[src/rtl/fp8_seq_pkg.sv]
// Shared types and constants for the FP8 (E4M3) byte-serial op sequencer.
// Command byte layout: [1:0] op, [2] A_ACC, [3] WR_ACC, [4] FLAGS, [5] CLR, [7:6] must be zero.
package fp8_seq_pkg;

   typedef enum logic [2:0] {
      ST_IDLE,
      ST_GET_A,
      ST_GET_B,
      ST_ISSUE,
      ST_WAIT,
      ST_SEND_R,
      ST_SEND_F
   } seq_state_t;

   typedef enum logic [1:0] {
      OP_ADD  = 2'b00,
      OP_SUB  = 2'b01,
      OP_MUL  = 2'b10,
      OP_RSVD = 2'b11
   } fpu_op_t;

   localparam int unsigned CMD_A_ACC  = 2;
   localparam int unsigned CMD_WR_ACC = 3;
   localparam int unsigned CMD_FLAGS  = 4;
   localparam int unsigned CMD_CLR    = 5;

   localparam logic [7:0] FP8_NAN      = 8'h7F;
   localparam logic [7:0] FP8_POS_ZERO = 8'h00;
   localparam logic [3:0] FLAG_NV      = 4'b1000;

   function automatic logic cmd_illegal(input logic [7:0] cmd);
      return (cmd[1:0] == OP_RSVD) || (cmd[7:6] != 2'b00);
   endfunction

endpackage

[src/rtl/fp8_seq_watchdog.sv]
// Loadable down-counter that bounds how long the sequencer waits for fpu_done.
// o_expired fires during the last permitted run cycle, i.e. after exactly TIMEOUT run cycles.
module fp8_seq_watchdog #(
   parameter int unsigned TIMEOUT = 15
) (
   input  logic clk,
   input  logic rst_n,
   input  logic i_load,
   input  logic i_run,
   output logic o_expired
);

   localparam logic [7:0] LOAD_VAL = 8'(TIMEOUT);

   logic [7:0] r_cnt;

   always_ff @(posedge clk or negedge rst_n) begin
      if (!rst_n) begin
         r_cnt <= '0;
      end else if (i_load) begin
         r_cnt <= LOAD_VAL;
      end else if (i_run && (r_cnt != '0)) begin
         r_cnt <= r_cnt - 8'd1;
      end
   end

   assign o_expired = i_run && (r_cnt == 8'd1);

endmodule

[src/rtl/fp8_op_sequencer.sv]
// Byte-serial command sequencer in front of an FP8 E4M3 FPU: gathers cmd/operands,
// runs one start/done transaction, and streams back the result and optional flags byte.
module fp8_op_sequencer
   import fp8_seq_pkg::*;
#(
   parameter int unsigned TIMEOUT  = 15,
   parameter logic [7:0]  ACC_INIT = FP8_POS_ZERO
) (
   input  logic       clk,
   input  logic       rst_n,
   input  logic       ena,
   input  logic [7:0] in_data,
   input  logic       in_valid,
   output logic       in_ready,
   output logic [7:0] out_data,
   output logic       out_valid,
   input  logic       out_ready,
   output logic       fpu_start,
   output logic [1:0] fpu_op,
   output logic [7:0] fpu_a,
   output logic [7:0] fpu_b,
   input  logic       fpu_done,
   input  logic [7:0] fpu_result,
   input  logic [3:0] fpu_flags,
   output logic       busy,
   output logic       err
);

   seq_state_t r_state;
   seq_state_t w_state_nxt;

   logic [1:0] r_op;
   logic [7:0] r_a;
   logic [7:0] r_b;
   logic [7:0] r_acc;
   logic [7:0] r_res;
   logic [3:0] r_flags;
   logic       r_wr_acc;
   logic       r_flags_en;
   logic       r_err;

   logic       w_in_fire;
   logic       w_expired;
   logic       w_cmd_illegal;

   assign w_in_fire     = in_valid && in_ready;
   assign w_cmd_illegal = cmd_illegal(in_data);

   fp8_seq_watchdog #(
      .TIMEOUT (TIMEOUT)
   ) u_watchdog (
      .clk       (clk),
      .rst_n     (rst_n),
      .i_load    (r_state == ST_ISSUE),
      .i_run     (r_state == ST_WAIT),
      .o_expired (w_expired)
   );

   always_comb begin
      w_state_nxt = r_state;
      in_ready    = 1'b0;
      out_valid   = 1'b0;
      out_data    = '0;
      fpu_start   = 1'b0;
      case (r_state)
         ST_IDLE: begin
            // rst_n gating keeps in_ready low while reset is held, even with ena high
            in_ready = ena && rst_n;
            if (w_in_fire) begin
               if (w_cmd_illegal) begin
                  w_state_nxt = ST_SEND_R;
               end else if (in_data[CMD_CLR]) begin
                  w_state_nxt = ST_IDLE;
               end else if (in_data[CMD_A_ACC]) begin
                  w_state_nxt = ST_GET_B;
               end else begin
                  w_state_nxt = ST_GET_A;
               end
            end
         end
         ST_GET_A: begin
            in_ready = 1'b1;
            if (in_valid) w_state_nxt = ST_GET_B;
         end
         ST_GET_B: begin
            in_ready = 1'b1;
            if (in_valid) w_state_nxt = ST_ISSUE;
         end
         ST_ISSUE: begin
            fpu_start   = 1'b1;
            w_state_nxt = ST_WAIT;
         end
         ST_WAIT: begin
            if (fpu_done || w_expired) w_state_nxt = ST_SEND_R;
         end
         ST_SEND_R: begin
            out_valid = 1'b1;
            out_data  = r_res;
            if (out_ready) w_state_nxt = r_flags_en ? ST_SEND_F : ST_IDLE;
         end
         ST_SEND_F: begin
            out_valid = 1'b1;
            out_data  = {4'h0, r_flags};
            if (out_ready) w_state_nxt = ST_IDLE;
         end
         default: begin
            w_state_nxt = ST_IDLE;
         end
      endcase
   end

   always_ff @(posedge clk or negedge rst_n) begin
      if (!rst_n) begin
         r_state    <= ST_IDLE;
         r_op       <= '0;
         r_a        <= '0;
         r_b        <= '0;
         r_acc      <= ACC_INIT;
         r_res      <= '0;
         r_flags    <= '0;
         r_wr_acc   <= 1'b0;
         r_flags_en <= 1'b0;
         r_err      <= 1'b0;
      end else begin
         r_state <= w_state_nxt;
         case (r_state)
            ST_IDLE: begin
               if (w_in_fire) begin
                  if (w_cmd_illegal) begin
                     r_err      <= 1'b1;
                     r_res      <= FP8_NAN;
                     r_flags_en <= 1'b0;
                  end else if (in_data[CMD_CLR]) begin
                     r_acc <= ACC_INIT;
                  end else begin
                     r_op       <= in_data[1:0];
                     r_wr_acc   <= in_data[CMD_WR_ACC];
                     r_flags_en <= in_data[CMD_FLAGS];
                     if (in_data[CMD_A_ACC]) r_a <= r_acc;
                  end
               end
            end
            ST_GET_A: begin
               if (in_valid) r_a <= in_data;
            end
            ST_GET_B: begin
               if (in_valid) r_b <= in_data;
            end
            ST_WAIT: begin
               // A done arriving on the expiry cycle still wins over the timeout
               if (fpu_done) begin
                  r_res   <= fpu_result;
                  r_flags <= fpu_flags;
                  if (r_wr_acc) r_acc <= fpu_result;
               end else if (w_expired) begin
                  r_res   <= FP8_NAN;
                  r_flags <= FLAG_NV;
                  r_err   <= 1'b1;
               end
            end
            default: begin
            end
         endcase
      end
   end

   assign fpu_op = r_op;
   assign fpu_a  = r_a;
   assign fpu_b  = r_b;
   assign busy   = (r_state != ST_IDLE);
   assign err    = r_err;

endmodule

[config.mk]
export PLATFORM = sky130hd
export DESIGN_NAME = fp8_op_sequencer
export DESIGN_NICKNAME = d
export VERILOG_FILES = /design/src/rtl/fp8_seq_pkg.sv /design/src/rtl/fp8_seq_watchdog.sv /design/src/rtl/fp8_op_sequencer.sv
export SDC_FILE = /design/constraint.sdc
export NUM_CORES = 1
export LEC_CHECK = 0
export ABC_CLOCK_PERIOD_IN_PS = 5270
export CORE_ASPECT_RATIO = 0.5
export CORE_MARGIN = 8
export CORE_UTILIZATION = 40
export DETAILED_ROUTE_END_ITERATION = 10
export PLACE_DENSITY_LB_ADDON = 0.15
export SKIP_LAST_GASP = 1
export SLEW_MARGIN = 10
export SYNTH_ARGS = -nofsm -noshare
export SYNTH_HDL_FRONTEND = slang
export SYNTH_SLANG_ARGS = --single-unit
[constraint.sdc]
create_clock -name clk -period 5.27 [get_ports clk]
set_clock_uncertainty 0.2 [all_clocks]
set_input_delay 0.7905 -clock clk [delete_from_list [all_inputs] [get_ports clk]]
set_output_delay 0.7905 -clock clk [all_outputs]
set_load 0.005 [all_outputs]
# After elaboration in Yosys (flattened, before gate mapping)
# Index checks and enable logic that the tools add are counted.
[classes]
n_addsub = 1
eq_ne = 25
mux = 43
bitwise = 2
reduce_logical = 25
[ops]
columns = ["operator", "n"]
rows = [
  ["2-to-1 mux 8 bit", 16],
  ["one-hot mux 8 bit (2 select lines)", 4],
  ["!= test 2 bit (second input constant)", 15],
  ["2-to-1 mux 3 bit", 8],
  ["one-hot mux 3 bit (7 select lines)", 1],
  ["AND reduction 6 bit", 3],
  ["nonzero test 2 bit", 5],
  ["== test 3 bit (second input constant)", 3],
  ["== test 8 x 1 -> 1 bit (second input constant)", 1],
  ["2-to-1 mux 1 bit", 8],
  ["2-to-1 mux 4 bit", 2],
  ["AND reduction 4 bit", 2],
  ["nonzero test 8 bit", 1],
  ["subtractor 8 x 1 -> 8 bit (second input constant)", 1],
  ["== test 3 x 2 -> 1 bit (second input constant)", 2],
  ["AND reduction 5 bit", 1],
  ["logical AND 1 bit", 4],
  ["2-to-1 mux 2 bit", 2],
  ["one-hot mux 1 bit (2 select lines)", 2],
  ["AND reduction 2 bit", 2],
  ["OR reduction 2 bit", 2],
  ["== test 3 x 1 -> 1 bit (second input constant)", 1],
  ["zero test 3 bit", 1],
  ["!= test 3 bit (second input constant)", 1],
  ["6 further kinds", 8],
]
[totals]
ff_bits = 52
input_bits = 26
out_inout_bits = 31
elab_cells = 107

# Logic depth before layout (Yosys ltp)
# Gate-level depths: netlist of run 1.
[depth]
depth_word = 6
depth_mapped = 6
mapped_depth_nobuf = 6

# Cells and area by module
# A second synthesis of run 1 with hierarchy kept.
[unflattened]
cells_unflattened = 232
hier_area_um2 = 2696.3
[by_module_without_submodules]
columns = ["mod", "instances", "cells_per_inst", "area_per_inst_um2", "seq_area_each_um2"]
rows = [
  ["fp8_op_sequencer", 1, 180, 2195.9, 1101.1],
  ["fp8_seq_watchdog", 1, 52, 500.5, 200.2],
]

# Worst setup path after synthesis of run 1
# No wires, ideal clock.
[synth_timing]
path_type = "input port to flip-flop"
startpoint = "input in_data[0]"
endpoint = "register r_a[0] (netlist: fpu_a[0])"
setup_ns = 0.119
t_arrival_ns = 1.973
t_required_ns = 4.951
setup_slack_ns = 2.978
stages = 4
path_buffers = 0
path_cell_list = "a2111oi_1 -> nand4_1 -> o22a_1 -> o21a_1"
[synth_between]
elab_chain_len = 4
word_cells_on_any_way = 6
classes_between = "eq/ne: 2; mux: 2; reduce/logical: 2"
[synth_lines]
columns = ["element", "line_no", "text"]
rows = [
  ["start: declaration", "fp8_op_sequencer.sv:12", "input logic [7:0] in_data,"],
  ["== test 2 bit", "fp8_seq_pkg.sv:32", "return (cmd[1:0] == OP_RSVD) || (cmd[7:6] != 2'b00);"],
  ["logical OR 1 bit", "fp8_seq_pkg.sv:32", ""],
  ["!= test 2 bit (no line)", "n/a", ""],
  ["AND reduction 6 bit (no line)", "n/a", ""],
  ["end signal: assignment", "fp8_op_sequencer.sv:139", "if (in_data[CMD_A_ACC]) r_a <= r_acc;"],
  ["end signal: assignment", "fp8_op_sequencer.sv:144", "if (in_valid) r_a <= in_data;"],
  ["end: declaration", "fp8_op_sequencer.sv:33", "logic [7:0] r_a;"],
]
# Several ways; a longest one is shown, not always the timed one. The select of a mux whose other input is x is not followed.
# A chain may end at the register's enable or synchronous reset.

# Final worst setup path of run 1
[layout_timing]
startpoint = "input ena"
endpoint = "output in_ready"
[layout_between]
elab_chain_len = 2
[layout_lines]
columns = ["element", "line_no", "text"]
rows = [
  ["start: declaration", "fp8_op_sequencer.sv:11", "input logic ena,"],
  ["logical AND 1 bit", "fp8_op_sequencer.sv:68", "in_ready = ena && rst_n;"],
  ["one-hot mux 1 bit (2 select lines)", "fp8_op_sequencer.sv:65", "case (r_state)"],
  ["end: declaration", "fp8_op_sequencer.sv:14", "output logic in_ready,"],
]
# No other way between the ends.

==> qor.txt, run 1 <==
fillers: 545
via/cell ratio: 5.48
Starting Density: 41.5%
ys async rst share: 100%
clock tree sinks: 52
crit-path max FO: 4
synthesized area per cell: 11.2 sq um
Residual DRC: 0
Unique masters post-synth: 48
power per cell area: 557 nW/um^2
TritonCTS clock tree: built
Detail Route Antenna Nets: 0
max_slew headroom: 39.7%
P_leak: 1.37 nW
Setup Total Neg Slack: 0 ps
Overall Power: 1.83 mW
non-filler cells, final: 370
register area share after synthesis: 51.8%
final period utilization: 60.5%
vias in the first global route: 2085
maximum capacitance violations: 0
Rows: 20
Final nets: 309
H-tree Lvls: 2
FMAX: 0.314 GHz
WP data arrival: 2200 ps
design area: 3280 sq um
post-DR wirelength/cell: 17.8 microns
worst hold path class: flip-flop to flip-flop
number of diodes: 0
Slowest-stage cell, CP: clkdlybuf4s50_1
All-Layer GR Usage: 15.0%
vias: 2026
worst path required time: 4280 ps
Post-CTS Hold Fix Bufs: 0
Die X-Extent: 128 microns
Yosys warnings: 0
Reg area: 1300 sq um
crit path kind: input pin to output pin
setup violators final: 0
min Tclk post-route: 3190 ps
layout cells sized above 1: 7.80%
Least-Margin Pin Slew: 898 ps
crit end category: output pin
CTS root buf: clkbuf_16
Pre-antenna DRT Iters: 4
CP startpoint kind: input pin
Post-Route WL: 6.58 mm
R2R cell count: 4
cts bufs inserted: 5
first-pass GRT wire length: 11.0 mm
Final Max Slew Viols: 0
die area: 9220 sq um
VDD IR-drop max: 0.260 mV
Worst-Skew Late Latency: 290 ps
die span in y: 72.0 microns
GRT Residual Overflow: 0
unrepaired setup endpoints after global routing: false
run status: complete, no violations
top area cells in the synthesized netlist: dfrtp_1 52%, mux2_2 5.4%, o22a_1 4.9%
synthesis-to-finish area growth: 30.6%
Synth Flop Type: dfrtp_1
clock slew seen by the registers of the worst setup and hold paths: 60 ps
initial DRC count: 93
Post-Syn Area: 2510 sq um
area post-placement: 3140 sq um
placed insts: 362
worst stage delay on the critical path: 460 ps
I/O pins: 57
pin count of the biggest net entering global routing: 53
most used cell, CP: clkdlybuf4s50_1
HPWL after DPL: 4.91 mm
multi-input logic area: 1120 sq um
crit-path cells: clkdlybuf4s50_1, a211o_1, and3_1, clkdlybuf4s50_1
WHS Path Cells: 1
Post-Synthesis Cells: 225
Post-Synthesis Net Count: 253
CTS max path bufs: 2
Synth top area share: 51.8%
FF+latch count, synth: 52
post-CTS setup repair buffer count: 0
RePlAce Congestion: 0.820
number of flops mapped to enable cells by yosys: 0
final hold vios: 0
core area: 6060 sq um
top post-synthesis cells by count: 52 x dfrtp_1, 14 x o22a_1, 12 x mux2_2
Yosys top cell by area: dfrtp_1
dominant cell by count in the synthesized netlist: dfrtp_1
port bufs: 56
initial antenna violation count: 0
Resized cells post-CTS: 0
-- area by class of cell --
cell class / count / area share, %
Inverter: 11 / 1.26
Timing Repair Buffer: 57 / 17.2
Tap cell: 88 / 3.36
Multi-Input combinational cell: 154 / 34.2
Sequential cell: 52 / 39.7
Clock inverter: 1 / 0.267
Clock buffer: 7 / 4.04
-- metrics by stage --
stage | util, % | setup slack [ps] | hold WS [ps]
after floorplan | - | 2980 | 251
after CTS | 54.2 | 2080 | 289
final | 54.2 | 2080 | 288
after global routing | 54.2 | 1980 | 302
after detailed placement | 51.8 | 2050 | 274
after global placement | 51.8 | 2110 | 271
-- per-layer routing --
layer | vias to the layer above | routed length, microns | global-route usage (%) | share of wire, %
li1 | 959 | - | - | -
met1 | 1030 | 3170 | 20.0 | 48
met2 | 31 | 3050 | 23.2 | 46
met3 | 6 | 305 | 4.75 | 4.6
met4 | 0 | 53 | 3.52 | 0.81
met5 | - | 0 | 0 | 0
-- report_power, final --
| group | internal [mW] | switching, mW | leakage, nW | total (mW) |
|---|---|---|---|---|
| logic | 0.457 | 0.345 | 0.669 | 0.802 |
| registers | 0.557 | 0.153 | 0.631 | 0.711 |
| clock network | 0.177 | 0.137 | 0.0681 | 0.314 |
| total | 1.19 | 0.635 | 1.37 | 1.83 |
-- flip-flops by register name, indices dropped and copies added, names as in the netlist --
| signal | cells |
|---|---|
| err | 1 |
| fpu_a | 8 |
| fpu_b | 8 |
| fpu_op | 2 |
| r_acc | 8 |
| r_flags | 4 |
| r_flags_en | 1 |
| r_res | 8 |
| r_state | 3 |
| r_wr_acc | 1 |
| u_watchdog.r_cnt | 8 |
-- worst paths after layout --
check                            from             endpoint  slack (ps)
min in group asynchronous       rst_n             r_acc[7]         530
setup reg to reg           r_state[2]             r_res[7]        2780
hold reg to reg                   err                  err         290
hold / removal                    err                  err         290
setup / recovery                  ena             in_ready        2080
max in group asynchronous       rst_n  u_watchdog.r_cnt[6]        3910
-- cell usage in the layout, fill, tap and decap left out, types with 3 or more instances in the layout --
master / instances
o22a_1: 14
mux2_2: 12
nor2_1: 11
o21a_1: 9
o211ai_1: 3
nand2_1: 11
a21oi_1: 6
dfrtp_1: 52
and3_1: 8
or4_1: 3
o21ai_0: 7
nand3_1: 6
clkbuf_16: 5
and2_1: 4
a22oi_1: 4
a22o_1: 11
a21o_1: 3
nor3_1: 5
clkdlybuf4s50_1: 55
inv_1: 10
-- critical path, delay by kind of cell --
kind | cells | cell delay (ps)
buffers and inverters | 2 | 900
AOI/OAI and AO/OA | 1 | 330
and+or+nand+nor | 1 | 180
-- cells by family (layout without fill, tap and decap cells) --
group	Yosys count	in the layout	share of synthesized area (%)
AO/OA/AOI/OAI	73	73	22.4
AND/OR/NAND/NOR	63	63	14.4
flip-flops	52	52	51.8
buffers and inverters	19	76	3.44
multiplexers	14	14	6.18
adder cells (fa/ha/maj)	2	2	0.996
XOR/XNOR	2	2	0.698
Power figures use the tool's default switching activity.
==> inputs of run 2 (changes only) <==
- ABC_CLOCK_PERIOD_IN_PS: 5270 -> 2950
- clock period: 5.27 -> 2.95 ns (I/O delays scaled with it)
==> qor.txt, run 2 (synthesized netlist as in run 1, its figures left out) <==
run status: complete, no violations
layout cells sized above 1: 11.1%
Logic pwr share: 44.4%
placed insts: 369
Least-Margin Pin Slew: 890 ps
GRT busiest layer: met2
commonest non-fill, non-tap cell in the layout: clkdlybuf4s50_1
cts bufs inserted: 5
die area: 9220 sq um
Sw Ratio: 34.7%
grt met3 use: 5.26%
GRT Residual Overflow: 0
CTS root buf: clkbuf_16
min Tclk post-route: 2750 ps
TritonCTS clock tree: built
HPWL after DPL: 4.90 mm
area post-placement: 3190 sq um
WP data arrival: 2110 ps
internal power: 2.15 mW
pin count of the biggest net entering global routing: 53
Rows: 20
P_leak: 1.40 nW
port bufs: 56
vias: 2044
Post-CTS Hold Fix Bufs: 0
power per cell area: 985 nW/um^2
non-filler cells, final: 377
CTS max path bufs: 2
Clock power frac: 18.1%
Post-Route WL: 6.46 mm
most frequent cells in the layout: 55 x clkdlybuf4s50_1, 51 x dfrtp_1, 14 x o22a_1, 12 x mux2_2
VDD IR-drop max: 0.430 mV
fillers: 534
pre-CTS setup slack: 146 ps
final period utilization: 93.4%
synthesis-to-finish area growth: 33.2%
Pre-antenna DRT Iters: 4
met2 Use GR: 23.3%
die span in y: 72.0 microns
H-tree Lvls: 2
initial DRC count: 90
crit-path max FO: 16
Final nets: 316
crit end category: output pin
via/cell ratio: 5.42
number of diodes: 0
vias in the first global route: 2098
Residual DRC: 0
unrepaired setup endpoints after global routing: false
first-pass GRT wire length: 10.6 mm
All-Layer GR Usage: 14.7%
Net Sw Power: 1.14 mW
max_slew headroom: 40.2%
final hold vios: 0
Final Max Slew Viols: 0
Seq pwr share: 37.5%
clock slew seen by the registers of the worst setup and hold paths: 70 ps
crit path kind: flip-flop to output pin
worst hold path class: input pin to asynchronous set/reset pin
design area: 3350 sq um
Worst-Skew Late Latency: 290 ps
initial antenna violation count: 0
met1 usage: 18.6%
Layout Utilization: 55.2%
FMAX: 0.363 GHz
setup violators final: 0
clock tree sinks: 52
RePlAce Congestion: 0.803
Starting Density: 41.5%
I/O pins: 57
Setup Total Neg Slack: 0 ps
post-DR wirelength/cell: 17.1 microns
Die X-Extent: 128 microns
Final WS setup: 196 ps
maximum capacitance violations: 0
worst path required time: 2310 ps
CP startpoint kind: flip-flop
core area: 6060 sq um
Detail Route Antenna Nets: 0
-- run 2: changes by cell type in the layout (fill, tap and decap cells not counted) --
cell,change
dfrtp_1,-1
clkinvlp_4,+1
buf_4,+7
clkbuf_1,-2
inv_8,+1
dfrtp_2,+1
-- run 2: path summary, 6_finish.rpt --
kind	cells after the start	slack, ps	from	end
max in group asynchronous	2	1910	rst_n	r_state[1]
setup / recovery	4	200	r_state[0]	out_data[3]
hold reg to reg	1	270	err	err
min in group clk	1	270	err	err
hold / removal	2	180	rst_n	r_res[6]
setup reg to reg	4	540	u_watchdog.r_cnt[4]	r_res[7]
-- run 2: what timing repair did --
item / CTS / global route
buffers inserted: 0 / 0
endpoints found under the setup margin: 0 / 1
resized for setup: 0 / 1
-- run 2: layer usage --
layer | routed length, microns | part of all wire (%)
met1 | 3100 | 48
met2 | 2950 | 46
met3 | 340 | 5.3
met4 | 63 | 0.98
met5 | 0 | 0
-- run 2: worst max-delay path: stages, from the launching register on --
cell and delay [ps]:
dfrtp_1 620, and2b_1 400, a22oi_1 140, nor2_1 130, clkdlybuf4s50_1 520
-- run 2: power by group through the flow --
stage | combinational [mW] | clock (mW) | sequential, mW
5_1_grt | 1.62 | 0.642 | 1.28
4_1_cts | 1.49 | 0.614 | 1.23
6_report | 1.46 | 0.598 | 1.24
2_1_floorplan | 0.895 | 0 | 1.18
3_3_place_gp | 1.46 | 0 | 1.24
3_5_place_dp | 1.48 | 0 | 1.24
-- run 2: final cells by class --
cell class | count | area (sq um) | share of cell area [%]
clock buffer | 5 | 125 | 3.74
clock inverter | 3 | 27.5 | 0.823
inverter | 11 | 41.3 | 1.23
multi-input combinational | 154 | 1120 | 33.6
sequential | 52 | 1300 | 38.9
tap | 88 | 110 | 3.29
timing repair buffer | 64 | 616 | 18.4
-- run 2: metrics by stage --
stage          power (mW)  hold WS (ps)
3_5_place_dp         2.72           258
3_3_place_gp         2.69           266
5_1_grt              3.54           239
6_report             3.29           179
4_1_cts              3.33           202
2_1_floorplan        2.07         -53.1
==> inputs of run 3 (changes only) <==
- CORE_UTILIZATION: 40 -> 50
==> qor.txt, run 3 (synthesized netlist as in run 1, its figures left out) <==
HPWL after DPL: 4.80 mm
fillers: 402
min Tclk post-route: 2780 ps
die area: 7680 sq um
multi-input logic area: 1120 sq um
vias: 2054
area post-placement: 3170 sq um
clock slew seen by the registers of the worst setup and hold paths: 90 ps
run status: complete, no violations
Rows: 18
Starting Density: 51.4%
CTS max path bufs: 2
RePlAce Congestion: 0.821
synthesis-to-finish area growth: 30.1%
CP Buf/Inv Count: 1
die span in y: 66.1 microns
clock tree sinks: 52
setup violators final: 0
non-filler cells, final: 360
All-Layer GR Usage: 18.0%
Clock power frac: 12.9%
VDD IR-drop max: 0.444 mV
final period utilization: 94.3%
commonest non-fill, non-tap cell in the layout: clkdlybuf4s50_1
CP startpoint kind: flip-flop
TritonCTS clock tree: built
maximum capacitance violations: 0
Residual DRC: 0
I/O pins: 57
Post-Route WL: 6.43 mm
Worst-Skew Late Latency: 310 ps
worst stage delay on the critical path: 640 ps
design area: 3270 sq um
Die X-Extent: 116 microns
pin count of the biggest net entering global routing: 34
Pre-antenna DRT Iters: 4
final hold vios: 0
Slowest-stage cell, CP: dfrtp_1
initial antenna violation count: 0
worst hold path class: flip-flop to flip-flop
Least-Margin Pin Slew: 836 ps
layout cells sized above 1: 10.7%
unrepaired setup endpoints after global routing: false
Setup Total Neg Slack: 0 ps
Sw Ratio: 35.8%
vias in the first global route: 2101
Seq pwr share: 40.7%
Final nets: 317
H-tree Lvls: 2
crit path kind: flip-flop to output pin
crit end category: output pin
Detail Route Antenna Nets: 0
initial DRC count: 142
placed insts: 351
pre-CTS setup slack: 287 ps
post-DR wirelength/cell: 17.8 microns
Reg area: 1300 sq um
crit-path cells: and2b_1, a22oi_1, nor2_1, clkdlybuf4s50_1
delay-heaviest family, CP: flip-flops
crit-path max FO: 16
via/cell ratio: 5.71
post-CTS setup repair buffer count: 0
P_leak: 1.38 nW
core area: 4890 sq um
Logic pwr share: 46.5%
GRT Residual Overflow: 0
FMAX: 0.359 GHz
most frequent cells in the layout: 55 x clkdlybuf4s50_1, 51 x dfrtp_1, 14 x o22a_1, 12 x mux2_2
first-pass GRT wire length: 10.7 mm
Final Max Slew Viols: 0
port bufs: 56
cts bufs inserted: 5
internal power: 1.99 mW
max_slew headroom: 43.8%
number of diodes: 0
Final WS setup: 168 ps
worst path required time: 2310 ps
WP data arrival: 2140 ps
CTS root buf: clkbuf_8
power per cell area: 948 nW/um^2
Net Sw Power: 1.11 mW
-- run 3: changes by cell type in the layout (fill, tap and decap cells not counted), sizes merged --
cell / before / now
clkbuf: 5 / 6
clkinvlp: 1 / 0
dlygate4sd3: 0 / 1
-- run 3: routing by layer --
layer	global-route usage [%]	wire length (microns)	vias to the layer above	part of all wire [%]
li1	-	-	974	-
met1	23.6	2940	1019	46
met2	28.3	3030	56	47
met3	4.92	394	5	6.1
met4	5.76	60	0	0.93
met5	0	0	-	0
-- run 3: repair_timing --
item / CTS / global route
hold endpoints to repair: 19 / 0
gates resized for setup: 0 / 1
setup endpoints to repair: 0 / 3
hold buffers: 1 / 0
-- run 3: per-stage QoR --
| step | hold WS, ps | util (%) | total power [mW] |
|---|---|---|---|
| final | 288 | 66.8 | 3.10 |
| after global routing | 319 | 66.8 | 3.32 |
| after CTS | 288 | 66.8 | 3.12 |
| after detailed placement | 268 | 64.8 | 2.71 |
| after global placement | 259 | 64.8 | 2.66 |
| after floorplan | -53.1 | - | 2.07 |
-- run 3: final timing paths --
path                             from     endpoint  slack [ps]  cells past startpoint
max                        r_state[0]  out_data[1]         170                      4
min                               err          err         290                      1
max in group asynchronous       rst_n   r_state[1]        1610                      3
min reg2reg                       err          err         290                      1
min in group asynchronous       rst_n     fpu_b[2]         530                      3
max reg2reg                r_state[2]     r_res[7]         560                      4
-- run 3: cell type report --
cell class / instances / share of cell area (%)
flip-flops and latches: 52 / 39.9
multi-input cells: 154 / 34.4
repair buffers: 65 / 19.1
well taps: 70 / 2.68
clock buffers: 6 / 2.22
inverters: 11 / 1.26
clock inverters: 2 / 0.421
-- run 3: power by group through the flow --
stage | clock [mW] | sequential (mW) | combinational, mW
after detailed placement | 0 | 1.27 | 1.44
final | 0.398 | 1.26 | 1.44
after CTS | 0.411 | 1.26 | 1.46
after floorplan | 0 | 1.18 | 0.895
after global routing | 0.439 | 1.30 | 1.58
after global placement | 0 | 1.25 | 1.41
